===== src/rtl/pwm_duty_sequencer.sv =====
// ============================================================================
// pwm_duty_sequencer
// ----------------------------------------------------------------------------
// Sequences per-channel duty updates into the motor PWM datapath. It accepts
// duty commands over a valid/ready handshake, enforces an arming sequence,
// slew-limits every channel once per PWM period and ramps all channels down
// to zero when the command source goes quiet for too long.
//
// Parameters
//   NUM_CH        number of motor channels
//   DUTY_W        duty value width (unsigned)
//   STEP          largest per-channel duty change in one PWM period
//   ARM_PERIODS   PWM periods spent in ARMING before ARMED
//   WDOG_PERIODS  consecutive PWM periods without a command before FAILSAFE
//
// Ports
//   clk           system clock, rising edge
//   resetn        asynchronous active-low reset
//   arm_req       level, 1 requests armed operation
//   period_start  one-cycle pulse at the start of every PWM period
//   cmd_valid     command valid
//   cmd_ready     command ready (only while ARMED)
//   cmd_ch        target channel of the command
//   cmd_duty      target duty of the command
//   duty_out      channel i at [i*DUTY_W +: DUTY_W]
//   duty_load     one-cycle pulse alongside every duty_out update
//   state         0 DISARMED, 1 ARMING, 2 ARMED, 3 FAILSAFE
//   armed         high while ARMED
// ============================================================================
module pwm_duty_sequencer #(
   parameter int NUM_CH       = 4,
   parameter int DUTY_W       = 10,
   parameter int STEP         = 8,
   parameter int ARM_PERIODS  = 4,
   parameter int WDOG_PERIODS = 50
) (
   input  logic                       clk,
   input  logic                       resetn,
   input  logic                       arm_req,
   input  logic                       period_start,
   input  logic                       cmd_valid,
   output logic                       cmd_ready,
   input  logic [$clog2(NUM_CH)-1:0]  cmd_ch,
   input  logic [DUTY_W-1:0]          cmd_duty,
   output logic [NUM_CH*DUTY_W-1:0]   duty_out,
   output logic                       duty_load,
   output logic [1:0]                 state,
   output logic                       armed
);

   localparam int CH_W       = $clog2(NUM_CH);
   localparam int ARM_CNT_W  = $clog2(ARM_PERIODS + 1);
   localparam int WDOG_CNT_W = $clog2(WDOG_PERIODS + 1);

   localparam logic [DUTY_W-1:0]     STEP_D    = DUTY_W'(STEP);
   localparam logic [ARM_CNT_W-1:0]  ARM_LAST  = ARM_CNT_W'(ARM_PERIODS - 1);
   localparam logic [WDOG_CNT_W-1:0] WDOG_LAST = WDOG_CNT_W'(WDOG_PERIODS - 1);

   typedef enum logic [1:0] {
      ST_DISARMED = 2'd0,
      ST_ARMING   = 2'd1,
      ST_ARMED    = 2'd2,
      ST_FAILSAFE = 2'd3
   } state_t;

   // -------------------------------------------------------------------------
   // Slew limiter: move d toward t by at most STEP, landing exactly on t.
   // Differences are taken in the direction that cannot wrap, so there is no
   // overflow or underflow for any d/t pair.
   // -------------------------------------------------------------------------
   function automatic logic [DUTY_W-1:0] f_slew(
      input logic [DUTY_W-1:0] d,
      input logic [DUTY_W-1:0] t
   );
      logic [DUTY_W-1:0] diff;
      diff   = '0;
      f_slew = d;
      if (d < t) begin
         diff   = t - d;
         f_slew = (diff > STEP_D) ? (d + STEP_D) : t;
      end else if (d > t) begin
         diff   = d - t;
         f_slew = (diff > STEP_D) ? (d - STEP_D) : t;
      end
   endfunction

   // -------------------------------------------------------------------------
   // Registers and wires
   // -------------------------------------------------------------------------
   state_t                  r_state;
   state_t                  w_state_nxt;
   logic [ARM_CNT_W-1:0]    r_arm_cnt;
   logic [WDOG_CNT_W-1:0]   r_wdog_cnt;
   logic [DUTY_W-1:0]       r_tgt  [NUM_CH];
   logic [DUTY_W-1:0]       r_duty [NUM_CH];
   logic                    r_duty_load;

   logic                    w_xfer;
   logic                    w_force_zero;
   logic                    w_clr_tgt;
   logic [DUTY_W-1:0]       w_duty_nxt [NUM_CH];
   logic [NUM_CH*DUTY_W-1:0] w_duty_flat;

   // Ready depends only on the state so the command source never sees a
   // combinational path from its own valid back to ready.
   assign cmd_ready = (r_state == ST_ARMED);
   assign w_xfer    = cmd_valid & cmd_ready;
   assign state     = r_state;
   assign armed     = (r_state == ST_ARMED);
   assign duty_load = r_duty_load;
   assign duty_out  = w_duty_flat;

   // -------------------------------------------------------------------------
   // FSM: state register
   // -------------------------------------------------------------------------
   always_ff @(posedge clk or negedge resetn) begin
      if (!resetn) begin
         r_state <= ST_DISARMED;
      end else begin
         r_state <= w_state_nxt;
      end
   end

   // -------------------------------------------------------------------------
   // FSM: next state and side-effect strobes. Dropping arm_req is checked
   // first in every state so it beats any other event in the same cycle.
   // In ARMED, an accepted command in the expiry cycle keeps the block armed.
   // -------------------------------------------------------------------------
   always_comb begin
      w_state_nxt  = r_state;
      w_force_zero = 1'b0;
      w_clr_tgt    = 1'b0;
      case (r_state)
         ST_DISARMED: begin
            if (arm_req) begin
               w_state_nxt = ST_ARMING;
            end
         end
         ST_ARMING: begin
            if (!arm_req) begin
               w_state_nxt = ST_DISARMED;
            end else if (period_start && (r_arm_cnt == ARM_LAST)) begin
               w_state_nxt = ST_ARMED;
            end
         end
         ST_ARMED: begin
            if (!arm_req) begin
               w_state_nxt  = ST_DISARMED;
               w_force_zero = 1'b1;
               w_clr_tgt    = 1'b1;
            end else if (period_start && !w_xfer && (r_wdog_cnt == WDOG_LAST)) begin
               w_state_nxt = ST_FAILSAFE;
               w_clr_tgt   = 1'b1;
            end
         end
         ST_FAILSAFE: begin
            if (!arm_req) begin
               w_state_nxt  = ST_DISARMED;
               w_force_zero = 1'b1;
               w_clr_tgt    = 1'b1;
            end
         end
         default: begin
            w_state_nxt = ST_DISARMED;
         end
      endcase
   end

   // -------------------------------------------------------------------------
   // Arm counter: counts period pulses while ARMING, zero everywhere else.
   // -------------------------------------------------------------------------
   always_ff @(posedge clk or negedge resetn) begin
      if (!resetn) begin
         r_arm_cnt <= '0;
      end else if (w_state_nxt != ST_ARMING) begin
         r_arm_cnt <= '0;
      end else if (period_start && (r_state == ST_ARMING)) begin
         r_arm_cnt <= r_arm_cnt + 1'b1;
      end
   end

   // -------------------------------------------------------------------------
   // Watchdog counter: counts periods without an accepted command. The
   // r_state check keeps the final arming pulse from being counted.
   // -------------------------------------------------------------------------
   always_ff @(posedge clk or negedge resetn) begin
      if (!resetn) begin
         r_wdog_cnt <= '0;
      end else if ((w_state_nxt != ST_ARMED) || w_xfer) begin
         r_wdog_cnt <= '0;
      end else if (period_start && (r_state == ST_ARMED)) begin
         r_wdog_cnt <= r_wdog_cnt + 1'b1;
      end
   end

   // -------------------------------------------------------------------------
   // Target registers written by the handshake, cleared on disarm/failsafe.
   // -------------------------------------------------------------------------
   always_ff @(posedge clk or negedge resetn) begin
      if (!resetn) begin
         for (int i = 0; i < NUM_CH; i++) begin
            r_tgt[i] <= '0;
         end
      end else if (w_clr_tgt) begin
         for (int i = 0; i < NUM_CH; i++) begin
            r_tgt[i] <= '0;
         end
      end else if (w_xfer) begin
         for (int i = 0; i < NUM_CH; i++) begin
            if (cmd_ch == CH_W'(i)) begin
               r_tgt[i] <= cmd_duty;
            end
         end
      end
   end

   // -------------------------------------------------------------------------
   // Slewed duty candidates. Targets are only honoured while ARMED; in every
   // other state the channels head for zero. The targets read here are the
   // registered ones, so a command accepted on a period edge waits a period.
   // -------------------------------------------------------------------------
   always_comb begin
      for (int i = 0; i < NUM_CH; i++) begin
         w_duty_nxt[i] = f_slew(r_duty[i], (r_state == ST_ARMED) ? r_tgt[i] : '0);
      end
   end

   // -------------------------------------------------------------------------
   // Duty registers and load strobe. A disarm from ARMED or FAILSAFE is a
   // hard cut to zero, loaded immediately without waiting for a period.
   // -------------------------------------------------------------------------
   always_ff @(posedge clk or negedge resetn) begin
      if (!resetn) begin
         for (int i = 0; i < NUM_CH; i++) begin
            r_duty[i] <= '0;
         end
         r_duty_load <= 1'b0;
      end else if (w_force_zero) begin
         for (int i = 0; i < NUM_CH; i++) begin
            r_duty[i] <= '0;
         end
         r_duty_load <= 1'b1;
      end else if (period_start) begin
         for (int i = 0; i < NUM_CH; i++) begin
            r_duty[i] <= w_duty_nxt[i];
         end
         r_duty_load <= 1'b1;
      end else begin
         r_duty_load <= 1'b0;
      end
   end

   // -------------------------------------------------------------------------
   // Pack channels onto the output bus.
   // -------------------------------------------------------------------------
   always_comb begin
      w_duty_flat = '0;
      for (int i = 0; i < NUM_CH; i++) begin
         w_duty_flat[i*DUTY_W +: DUTY_W] = r_duty[i];
      end
   end

endmodule

===== config.mk =====
export PLATFORM = sky130hd
export DESIGN_NAME = pwm_duty_sequencer
export DESIGN_NICKNAME = d
export VERILOG_FILES = /design/src/rtl/pwm_duty_sequencer.sv
export SDC_FILE = /design/constraint.sdc
export NUM_CORES = 1
export LEC_CHECK = 0
export ABC_AREA = 1
export CAP_MARGIN = 25
export CORE_UTILIZATION = 29
export CTS_CLUSTER_SIZE = 16
export DETAILED_ROUTE_END_ITERATION = 8
export PLACE_DENSITY = 0.5
export SLEW_MARGIN = 5
export SYNTH_ARGS = -nofsm -noshare
export SYNTH_HDL_FRONTEND = slang
export SYNTH_SLANG_ARGS = --single-unit

===== constraint.sdc =====
create_clock -name clk -period 4.7 [get_ports clk]
set_clock_uncertainty 0.05 [all_clocks]
set_input_delay 0.94 -clock clk [delete_from_list [all_inputs] [get_ports clk]]
set_output_delay 0.94 -clock clk [all_outputs]
set_load 0.05 [all_outputs]

* Word-level counts from Yosys, hierarchy flattened
Index checks and enable logic that the tools add are counted.
** Word-level totals
- Output and inout bits :: 45
- Register bits :: 92
** Operators by class
- Add/sub/neg operators :: 18
- Bitwise operators :: 1
- Eq/ne operators :: 10
- $lt $le $gt $ge :: 16
- Mux-type cells :: 46
- Reduce and logical (&&, ||, !) cells :: 30
** Operator list (number)
- 10-bit two-way mux :: 24
- 40-bit two-way mux :: 4
- 10-bit by 4-bit greater-than comparator with 1-bit output (second input constant) :: 8
- 10-bit subtractor :: 8
- 10-bit by 4-bit adder with 10-bit output (second input constant) :: 4
- 10-bit greater-than comparator :: 4
- 10-bit less-than comparator :: 4
- 10-bit by 4-bit subtractor with 10-bit output (second input constant) :: 4
- 2-bit AND reduction :: 8
- 2-bit nonzero test :: 8
- 2-bit two-way mux :: 6
- 6-bit two-way mux :: 2
- 3-bit nonzero test :: 4
- 2-bit equality test (second input constant) :: 4
- 2-bit one-hot mux with 4 select lines :: 1
- 6-bit by 1-bit adder with 6-bit output (second input constant) :: 1
- 6-bit equality test (second input constant) :: 1
- 1-bit two-way mux :: 6
- 3-bit two-way mux :: 2
- 1-bit logical AND :: 5
- 2-bit by 1-bit equality test with 1-bit output (second input constant) :: 2
- 2-bit zero test :: 2
- 3-bit by 1-bit adder with 3-bit output (second input constant) :: 1
- 3-bit by 2-bit equality test with 1-bit output (second input constant) :: 1
- other kinds (7) :: 7

* Depth between registers and ports, before layout
Gate-level depths: netlist of run 1.
- Depth after elaboration :: 11
- Mapped depth :: 24
- Mapped depth without buffers :: 22

* Worst setup path after synthesis of run 1
OpenSTA, ideal clock, no wires.
- Kind :: register to register
- From :: register r_state[1], in the netlist state[1]
- To :: register r_duty, in the netlist duty_out[31]
- Path slack :: 557 ps
- Arrival :: 3970 ps
- Data required time :: 4527 ps
- Cell stages (with the launch flop) :: 22
- Buffers on the path :: 4
- Setup time :: 123 ps
- Period minus slack after synthesis :: 4143 ps
- Cell sequence :: dfrtp_1 > inv_1 > nor2_4 > buf_6 > buf_2 > buf_1 > nand2_1 > ha_1 > buf_2 > nand2_1 > o21ai_2 > nand2_1 > nand2_1 > nand2_1 > nand3_1 > nand2_1 > nor3_4 > nand2_4 > nand3_1 > nand3_2 > nand2_1 > o21ai_1
** On the way
- Cells in the longest elaborated chain, start to end :: 9
- Elaborated cells on any way between the ends :: 20
- Classes of those cells :: add/sub: 2; order compare: 4; eq/ne: 2; mux: 8; reduce/logical: 4
** RTL lines
- start: declaration :: RTL line 90 : state_t r_state;
- start signal: assignment :: RTL line 120 : r_state <= w_state_nxt;
- 2-bit equality test (*)
- named net armed :: RTL line 48 : output logic armed
- 10-bit two-way mux :: RTL line 224 : w_duty_nxt[i] = f_slew(r_duty[i], (r_state == ST_ARMED) ? r_tgt[i] : '0);
- 10-bit subtractor :: RTL line 82 : diff = d - t;
- 10-bit by 4-bit greater-than comparator with 1-bit output :: RTL line 83 : f_slew = (diff > STEP_D) ? (d - STEP_D) : t;
- 10-bit two-way mux :: RTL line 83
- 10-bit two-way mux :: RTL line 81 : end else if (d > t) begin
- 10-bit two-way mux :: RTL line 78 : if (d < t) begin
- 40-bit two-way mux :: RTL line 243 : end else if (period_start) begin
- 40-bit two-way mux :: RTL line 238 : end else if (w_force_zero) begin
- end signal: indexed assignment :: RTL line 245 : r_duty[i] <= w_duty_nxt[i];
- end: declaration :: RTL line 95 : logic [DUTY_W-1:0] r_duty [NUM_CH];
Mark *: on every way through the listed nets, which the timed path passes. The rest lies on a longest branch. The select of a mux whose other input is x is not followed.
A chain may end at the register's enable or synchronous reset.

* Final worst setup path of run 1
- From :: register r_state[0], in the netlist state[0]
- To :: register r_duty, in the netlist duty_out[8]
** On the way
- Cells in the longest elaborated chain, start to end :: 9
- Elaborated cells on any way between the ends :: 20
- Classes of those cells :: add/sub: 2; order compare: 4; eq/ne: 2; mux: 8; reduce/logical: 4
** RTL lines (RTL line)
- 2-bit equality test :: 133, 224
- 10-bit two-way mux :: 224
- 10-bit subtractor :: 82
- 10-bit by 4-bit greater-than comparator with 1-bit output :: 83
- 10-bit two-way mux :: 83
- 10-bit two-way mux :: 81
- 10-bit two-way mux :: 78
- 40-bit two-way mux :: 243
- 40-bit two-way mux :: 238
Several ways; a longest one is shown, not always the timed one. The select of a mux whose other input is x is not followed.

==> results of run 1 <==
[stage by stage]
stage | utilization (%) | power [µW] | hold WS, ns | instance area (µm²)
detailed placement | 33.12 | 5860 | 0.4250 | 10860
finish | 34.12 | 6644 | 0.3455 | 11190
floorplan | - | 4724 | 0.4030 | 9758
global route | 34.12 | 7274 | 0.3351 | 11190
CTS | 34.04 | 6646 | 0.4420 | 11160
global placement | 33.12 | 5882 | 0.4170 | 10860
[synth_stat cells, types with 5 or more instances]
cell,instances,area [µm²]
nand2_1,482,1809
nand3_1,252,1261
inv_1,216,810.8
dfrtp_1,92,2302
nor2_1,89,334.1
ha_1,72,900.9
o21ai_0,59,295.3
xor2_1,40,350.3
a21oi_1,34,170.2
nand4_1,29,181.4
nor3_1,22,110.1
clkbuf_1,17,63.81
nand2_2,16,100.1
nand3_2,14,140.1
o21ai_1,14,70.07
nand2_4,10,112.6
nor2_2,10,62.56
nor2_4,9,101.4
o21bai_1,6,45.04
a211oi_1,5,37.54
buf_2,5,25.02
inv_2,5,18.77
[worst min-delay path by stage]
stage	to	cells after the start	from
6_report	duty_out[39]$_DFFE_PN0P_	1	resetn
5_1_grt	duty_out[39]$_DFFE_PN0P_	1	resetn
4_1_cts	r_tgt[30]$_DFFE_PN0P_	2	r_tgt[30]$_DFFE_PN0P_
3_5_place_dp	r_tgt[30]$_DFFE_PN0P_	2	r_tgt[30]$_DFFE_PN0P_
3_3_place_gp	r_tgt[26]$_DFFE_PN0P_	2	r_tgt[26]$_DFFE_PN0P_
2_1_floorplan	r_tgt[0]$_DFFE_PN0P_	2	r_tgt[0]$_DFFE_PN0P_
[worst max-delay path: cells and delay by family (launching register included)]
family	cells	cell delay (ns)
AO/OA/AOI/OAI	2	0.61
adder cells (fa/ha/maj)	1	0.34
buffers and inverters	3	0.33
AND/OR/NAND/NOR	11	1.86
flip-flops	1	0.46
[cells by family (layout without fill, tap and decap cells)]
group,Yosys count,count (layout),share of synthesized area [%]
AO/OA/AOI/OAI,141,141,8.450
buffers and inverters,256,315,10.16
XOR/XNOR,45,45,4.116
AND/OR/NAND/NOR,946,946,44.45
flip-flops,92,92,23.59
adder cells (fa/ha/maj),72,72,9.232
[registers in the layout, indices dropped and copies added (netlist names)]
register	flops
duty_out	40
r_tgt	40
r_wdog_cnt	6
r_arm_cnt	3
state	2
duty_load	1
[layer usage]
metal | global-route usage, % | vias up
li1 | - | 5126
met3 | 1.671 | 28
met2 | 31.24 | 225
met5 | 0 | -
met1 | 24.56 | 4551
met4 | 4.264 | 0
[layout make-up]
cell class              instances  area [µm²]  area share (%)
clock buffers                  11       242.7           2.170
clock inverters                 5       60.06          0.5369
inverters                     229       868.3           7.762
multi-input cells            1204        6465           57.79
flip-flops and latches         92        2302           20.58
well taps                     442       553.0           4.944
repair buffers                 70       695.7           6.219
[power by group]
group	internal (µW)	total [µW]	switching, µW
combinational	1520	4580	3060
clock	430	765	335
sequential	958	1300	338
total	2910	6640	3740
==> impl_results.md, run 1 <==
* Share of the clock period used by the worst path after layout at 79.06%
* Most frequent standard cell in the layout excluding fill and tap cells: nand2_1
* Post-route worst setup slack at 0.9842 ns
* Time the final worst path needs with I/O delays and setup at around 3.7 ns
* Routability-driven placement congestion ratio at between 0.8 and 0.9
* I/O pin count at 62
* Overflow left after global routing at 0
* Register area share after synthesis at 23.59%
* Hold violation total from the final report at 0
* Wire length of the first global-routing pass at between 40000 and 50000 µm
* Clock root buffer master: clkbuf_16
* Start of the worst register-to-register path: state[0]$_DFF_PN0_
* Result of the run: finished, final reports clean
* Mean number of vias per cell at 4.837
* Number of library cell types mapped by synthesis at 50
* Startpoint kind of the worst setup timing path: flip-flop
* Nets at 1695
* Post-Synthesis Net Count at 1641
* Commonest non-fill, non-tap cells in the layout: nand2_1 (482), nand3_1 (252), inv_1 (216)
* Global router's overall resource usage at 18.25%
* Diodes inserted at 0
* Worst Path Arrival at a little under 4 ns
* Max Cap Viol at 0
* Count of synthesis-stage warnings from yosys at 0
* Post-synthesis async set-or-reset flop share at 100.0%
* Final Slew Violations at 0
* Top metal layer carrying routed signals: met4
* Wl on met1 at 14590 µm
* Width of the die at 185.4 µm
* Drt wl/cell at 14.84 µm
* Non-filler instance count after layout at 2053
* Crit path max-delay cell type: nor2_4
* Maximum number of pins on one net before global-route repair at 71
* Met2 layer wire length in the routed design at 14290 µm
* H-Tree Level Count at 3
* IR Drop Worst-Case VDD at 0.3406 mV
* Measured slew at the worst slew-check pin at 0.7395 ns
* Synth Area per Inst at 6.287 µm²
* Leakage power at 0.005874 µW
* Number of buffers inserted by post-CTS setup repair at 0
* Post-DP HPWL at 24170 µm
* Power density over the cells at 593.9 mW/mm²
* Via count of the first global-routing pass at 9594
* Worst-path clk slew at 0.07 ns
* Detailed-route DRC error count at 0
* Endpoints failing setup at 0
* DR vias at 9930
* Worst-path maximum fanout at 26
* Relative slew slack at 50.52%
* Endpoint type of the worst setup path: flip-flop
* Starting density of the core at between 20% and 30%
* Worst R2R End: duty_out[8]$_DFFE_PN0P_
* Flip-flop and latch count after synthesis at approximately 90
* Post-Synthesis Cells at 1552
* Achievable frequency at 269.1 MHz
* Initial antenna violation count at 0
* Floorplan core area at 0.03278 mm²
* Classification of the worst setup path: reg2reg
* Series of cell instances along the critical path: nor2_4 > nand2_1 > inv_1 > ha_1 > nand2_1 > nor2_1 > a211oi_1 > nand2_1 > a21boi_4 > inv_4 > nand3_1 > nand2_2 > nor2_4 > nand2_1 > clkinv_1 > nand3_1 > nand2_1
* DP Cell Count at 2036
* Maximum number of buffers from clock root to sink at 2
* CP Launch Point: state[0]$_DFF_PN0_
* Minimum setup slack after placement at 0.7435 ns
* DRT Pass-1 Iters at 5
* Number of buffers created by CTS at 9
* Share of cells above drive strength 1 at 6.642%
* Die Ht at around 190 µm
* Antenna-violating nets left at 0
* Area growth from synthesis to layout at 14.64%
* Metal3 WL at 1129 µm
* Number of clock sinks at 92
* Clock latency on the worst-skew pair at 0.35 ns
* Data required time at the worst endpoint at 4.94 ns
* Class of the tightest hold or removal check: in2async
* Setup TNS at 0 ns
* Sum of routed wire length over all layers at about 30000 µm
* Number of cells upsized or downsized after cts at 0
* Reg2reg setup slack at ~0.98 ns
* Worst Reg-to-Reg Cells at 17
* Number of design-rule violations left by the first detailed-router iteration at between 500 and 600
* Commonest register cell after synthesis: dfrtp_1
* Setup repair after global routing missed its margin: no
* Placement Rows at 66
* IO Port Bufs at 61
* Clock tree from TritonCTS: done
* CP peak stage delay at 0.58 ns
* Fill cells at 3646
* Die Area at 0.03439 mm²
* Worst Setup EP: duty_out[8]$_DFFE_PN0P_
* Syn Std Cell Area at 0.009758 mm²
* Number of enable-type register cells in the synthesized netlist at 0
* CTS hold repair buffers at 0
* Cell repeated most along the worst path: nand2_1
No activity file was read; power rests on OpenSTA's default activity.
==> inputs of run 2 (changes only) <==
- clock period: 4.7 -> 3.71 ns (I/O delays scaled with it)
==> impl_results.md, run 2 (synthesized netlist as in run 1, its figures left out) <==
* Result of the run: finished, final reports clean
* H-Tree Level Count at 3
* Data required time at the worst endpoint at between 3 and 4 ns
* CTS hold repair buffers at 0
* IO Port Bufs at 61
* Clock root buffer master: clkbuf_16
* Die Ht at 185.4 µm
* IR Drop Worst-Case VDD at 0.4502 mV
* Reg2reg setup slack at about 0.35 ns
* Nets at 1699
* Commonest non-fill, non-tap cells in the layout: nand2_1 (482), nand3_1 (252), inv_1 (216)
* Antenna-violating nets left at 0
* Diodes inserted at 0
* Worst Reg-to-Reg Cells at 20
* Number of buffers inserted by post-CTS setup repair at 0
* Worst-path maximum fanout at 9
* Number of buffers created by CTS at 9
* Sum of routed wire length over all layers at 30820 µm
* Setup repair after global routing missed its margin: no
* Clock latency on the worst-skew pair at 0.35 ns
* Drt wl/cell at 14.98 µm
* I/O pin count at between 60 and 70
* Global router's overall resource usage at 18.54%
* Most frequent standard cell in the layout excluding fill and tap cells: nand2_1
* Fill cells at 3620
* Post-DP HPWL at approximately 24000 µm
* Post-route worst setup slack at 0.3521 ns
* Placement Rows at 66
* Utilization after layout at roughly a third
* Setup TNS at 0 ns
* Worst R2R End: duty_out[21]$_DFFE_PN0P_
* Minimum setup slack after placement at about 0.3 ns
* Relative slew slack at 48.23%
* Time the final worst path needs with I/O delays and setup at 3.358 ns
* Die Area at 0.03439 mm²
* Detailed-route DRC error count at 0
* Number of clock sinks at 92
* Power density over the cells at 749.8 mW/mm²
* Share of the clock period used by the worst path after layout at approximately 90%
* Routability-driven placement congestion ratio at about 0.93
* Measured slew at the worst slew-check pin at 0.7736 ns
* Width of the die at approximately 190 µm
* Worst Path Arrival at 3.54 ns
* Number of design-rule violations left by the first detailed-router iteration at roughly 520
* Area growth from synthesis to layout at 14.91%
* Overflow left after global routing at 0
* Classification of the worst setup path: reg2reg
* Class of the tightest hold or removal check: in2async
* Endpoint type of the worst setup path: flip-flop
* Startpoint kind of the worst setup timing path: flip-flop
* Combined area of the multi-input logic cells at 0.006479 mm²
* Via count of the first global-routing pass at ~9400
* Sequential cell area at 0.002303 mm²
* Floorplan core area at ~0.033 mm²
* DR vias at about 10000
* Initial antenna violation count at 0
* Achievable frequency at 297.8 MHz
* Starting density of the core at 29.76%
* Clock tree from TritonCTS: done
* Wire length of the first global-routing pass at between 50000 and 60000 µm
* Worst-path clk slew at 0.08 ns
* Hold violation total from the final report at 0
* Final Slew Violations at 0
* Start of the worst register-to-register path: state[0]$_DFF_PN0_
* Maximum number of buffers from clock root to sink at 2
* Max Cap Viol at 0
* Share of cells above drive strength 1 at 6.997%
* Maximum number of pins on one net before global-route repair at 53
* DRT Pass-1 Iters at 5
* Mean number of vias per cell at 4.863
* Endpoints failing setup at 0
* Leakage power at 0.005874 µW
-- run 2: where the power goes --
group / switching (µW) / leakage (µW) / internal (µW)
combinational: 3900 / 0.00456 / 1950
sequential: 433 / 0.00119 / 1210
clock: 431 / 0.000128 / 475
total: 4770 / 0.00587 / 3640
-- run 2: layout make-up --
| cell class | instances | area share [%] |
|---|---|---|
| multi-input cells | 1204 | 57.78 |
| flip-flops and latches | 92 | 20.54 |
| inverters | 229 | 7.744 |
| repair buffers | 74 | 6.516 |
| well taps | 442 | 4.932 |
| clock buffers | 11 | 2.165 |
| clock inverters | 5 | 0.3236 |
-- run 2: worst max-delay path by stage --
stage                       start                       end  slack, ns
2_1_floorplan  state[0]$_DFF_PN0_   duty_out[0]$_DFFE_PN0P_       0.04
3_3_place_gp   state[0]$_DFF_PN0_  duty_out[33]$_DFFE_PN0P_       0.28
3_5_place_dp   state[0]$_DFF_PN0_  duty_out[33]$_DFFE_PN0P_       0.30
4_1_cts        state[0]$_DFF_PN0_  duty_out[33]$_DFFE_PN0P_       0.26
5_1_grt        state[0]$_DFF_PN0_  duty_out[31]$_DFFE_PN0P_       0.07
6_report       state[0]$_DFF_PN0_  duty_out[21]$_DFFE_PN0P_       0.35
-- run 2: critical path, stage by stage, from the launching register on --
cell	delay, ns
dfrtp_1	0.47
inv_4	0.20
nand2_4	0.16
nor2_1	0.16
inv_1	0.08
ha_1	0.34
inv_1	0.07
o21bai_2	0.18
nand2_1	0.11
nand2_1	0.13
inv_1	0.07
nor2_1	0.12
o21ai_0	0.09
nand2_1	0.07
nand3_1	0.14
nor2_4	0.20
nand2_2	0.16
nand3_1	0.12
nand3_2	0.16
nand2_1	0.09
o21ai_1	0.06
-- run 2: per-layer routing --
| metal | global-route usage (%) | up-vias | routed length [µm] |
|---|---|---|---|
| met2 | 31.40 | 208 | 14480 |
| met4 | 4.298 | 0 | 434 |
| met5 | 0 | - | 0 |
| met1 | 25.13 | 4651 | 14830 |
| li1 | - | 5122 | - |
| met3 | 1.848 | 23 | 1081 |
-- run 2: through the flow --
step                      power [µW]  cells  hold WS, ns  area [µm²]
final                           8408   2057       0.3318       11210
after global routing            9252   2057       0.3792       11210
after CTS                       8436   2057       0.3560       11200
after detailed placement        7491   2041       0.4228       10920
after global placement          7507   2041       0.4161       10920
after floorplan                 5984   1552       0.3964        9761
-- run 2: what timing repair did --
item,CTS,global route
hold endpoints to repair,0,0
resized for setup,0,3
endpoints found under the setup margin,0,5
==> inputs of run 3 (changes only) <==
- CORE_UTILIZATION: 29 -> 62
- PLACE_DENSITY: 0.5 -> 0.88
==> impl_results.md, run 3 (synthesized netlist as in run 1, its figures left out) <==
* Kind of cell adding the most delay to the critical path: simple AND/OR/NAND/NOR gates
* Endpoints failing setup at 0
* Hold path startpoint: r_tgt[7]$_DFFE_PN0P_
* Class of the tightest hold or removal check: reg2reg
* Number of cells upsized or downsized after cts at 0
* IR Drop Worst-Case VDD at 0.6017 mV
* Overflow left after global routing at 0
* Floorplan core area at about 0.015 mm²
* Die Ht at 127.5 µm
* Sequential power share at 19.4%
* Met1 track demand over resource in global routing at 46.46%
* Worst-path clk slew at around 0.070 ns
* Commonest non-fill, non-tap cells in the layout: nand2_1 (482), nand3_1 (252), inv_1 (216)
* Data required time at the worst endpoint at 3.89 ns
* Width of the die at 127.5 µm
* Post-DP HPWL at 21870 µm
* Power density over the cells at 768.3 mW/mm²
* Wire length of the first global-routing pass at between 40000 and 50000 µm
* Maximum number of buffers from clock root to sink at 2
* Hold path endpoint: r_tgt[7]$_DFFE_PN0P_
* Number of buffers created by CTS at 9
* Clock tree from TritonCTS: done
* Measured slew at the worst slew-check pin at 0.8927 ns
* Max Cap Viol at 0
* Classification of the worst setup path: reg2reg
* Mean number of vias per cell at 5.766
* Global router's overall resource usage at 34.99%
* Start of the worst register-to-register path: state[0]$_DFF_PN0_
* DRT Pass-1 Iters at 5
* Final Total Pwr at 8379 µW
* Clock root buffer master: clkbuf_16
* Final Slew Violations at 0
* CTS hold repair buffers at 0
* Achievable frequency at 294.0 MHz
* Worst Reg-to-Reg Cells at 19
* Crit path max-delay cell type: dfrtp_1
* Placement Rows at 45
* Result of the run: finished, final reports clean
* Clock latency on the worst-skew pair at about 0.35 ns
* Most frequent standard cell in the layout excluding fill and tap cells: nand2_1
* Antenna-violating nets left at 0
* Worst R2R End: duty_out[23]$_DFFE_PN0P_
* Most Used Layer, Global Route: met2
* Worst Path Arrival at 3.59 ns
* Nets at between 1500 and 2000
* Detailed-route DRC error count at 0
* Comb power frac at 70.2%
* IO Port Bufs at 61
* H-Tree Level Count at 3
* Setup repair after global routing missed its margin: no
* Share of cells above drive strength 1 at 7.054%
* Cell repeated most along the worst path: nand2_1
* Starting density of the core at between 60% and 70%
* Setup TNS at 0 ns
* Sum of routed wire length over all layers at 28090 µm
* Initial antenna violation count at 0
* Leakage power at 0.005885 µW
* Number of design-rule violations left by the first detailed-router iteration at 904
* Internal power summed over all cells at 3632 µW
* Buffering stage count on the worst path with inverters included at 3
* Switching portion of total power at 56.65%
* Time the final worst path needs with I/O delays and setup at 3.401 ns
* Routability-driven placement congestion ratio at 0.9737
* DR vias at 10540
* Relative slew slack at 40.48%
* Worst-path maximum fanout at 9
* Number of clock sinks at 92
* Switching Power at ~4700 µW
* Drt wl/cell at 15.37 µm
* GRT met3 Usage at around 3.8%
* Area growth from synthesis to layout at 11.76%
* I/O pin count at 62
* Number of buffers inserted by post-CTS setup repair at 0
* Series of cell instances along the critical path: inv_4 > nand2_4 > nor2_2 > inv_1 > ha_1 > a21oi_1 > o21ai_0 > a21oi_1 > nand2_1 > nand2_1 > nand2_1 > nand2_2 > nand2_4 > inv_2 > nand2_1 > nand2_1 > nand2_1 > nand3_1 > nand2_1
* Via count of the first global-routing pass at roughly 9500
* Share of the clock period used by the worst path after layout at 91.67%
* Endpoint type of the worst setup path: flip-flop
* Reg2reg setup slack at a little over 0.3 ns
* Met2 track demand over resource at 59.37%
* Die Area at 0.01624 mm²
* Startpoint kind of the worst setup timing path: flip-flop
* Clock power frac at between 10% and 20%
* Maximum number of pins on one net before global-route repair at 70
* Hold violation total from the final report at 0
* Utilization after layout at 71.47%
* Diodes inserted at 0
* CP peak stage delay at 0.47 ns
* Hold Path Stages at 2
==> run 3: how the worst max path moves through the flow <==
stage / startpoint / to / slack [ns] / cells past startpoint
floorplan: state[0]$_DFF_PN0_ / duty_out[0]$_DFFE_PN0P_ / 0.04 / 21
global placement: state[0]$_DFF_PN0_ / duty_out[23]$_DFFE_PN0P_ / 0.44 / 20
detailed placement: state[0]$_DFF_PN0_ / duty_out[20]$_DFFE_PN0P_ / 0.40 / 20
CTS: state[0]$_DFF_PN0_ / duty_out[20]$_DFFE_PN0P_ / 0.38 / 20
global route: state[0]$_DFF_PN0_ / duty_out[33]$_DFFE_PN0P_ / 0.06 / 21
finish: state[0]$_DFF_PN0_ / duty_out[23]$_DFFE_PN0P_ / 0.31 / 19
==> run 3: power groups by stage <==
stage / clock network (µW) / registers (µW) / logic (µW)
after floorplan: 0 / 2000 / 3990
after global placement: 0 / 1630 / 5690
after detailed placement: 0 / 1630 / 5750
after CTS: 867 / 1610 / 5790
after global routing: 911 / 1650 / 6480
final: 866 / 1630 / 5890
==> run 3: worst register-to-register path: cells and delay by family, from the launching register on <==
family	cells	cell delay, ns
AOI/OAI and AO/OA	3	0.56
adders and majority gates	1	0.39
and+or+nand+nor	12	1.40
buffers and inverters	3	0.43
DFF	1	0.47
==> run 3: cell type report <==
type,instances,area [µm²]
inverter,229,868.3
tap,211,264.0
fill,1324,4353
multi-input combinational,1204,6465
clock inverter,6,40.04
clock buffer,10,239.0
timing repair buffer,75,725.7
sequential,92,2303
==> run 3: layer usage <==
metal  up-vias  part of all wire, %
li1       5143                    -
met1      4890                   43
met2       436                   47
met3        66                  7.0
met4         0                  2.8
met5         -                    0
==> run 3: through the flow <==
| step | area [µm²] | hold slack [ns] | setup WS (ns) | std cells |
|---|---|---|---|---|
| floorplan | 9761 | 0.3964 | 0.04365 | 1552 |
| global placement | 10630 | 0.4159 | 0.4354 | 1811 |
| detailed placement | 10630 | 0.4283 | 0.4035 | 1811 |
| CTS | 10910 | 0.4439 | 0.3806 | 1827 |
| global route | 10910 | 0.4633 | 0.06027 | 1827 |
| finish | 10910 | 0.4436 | 0.3091 | 1827 |
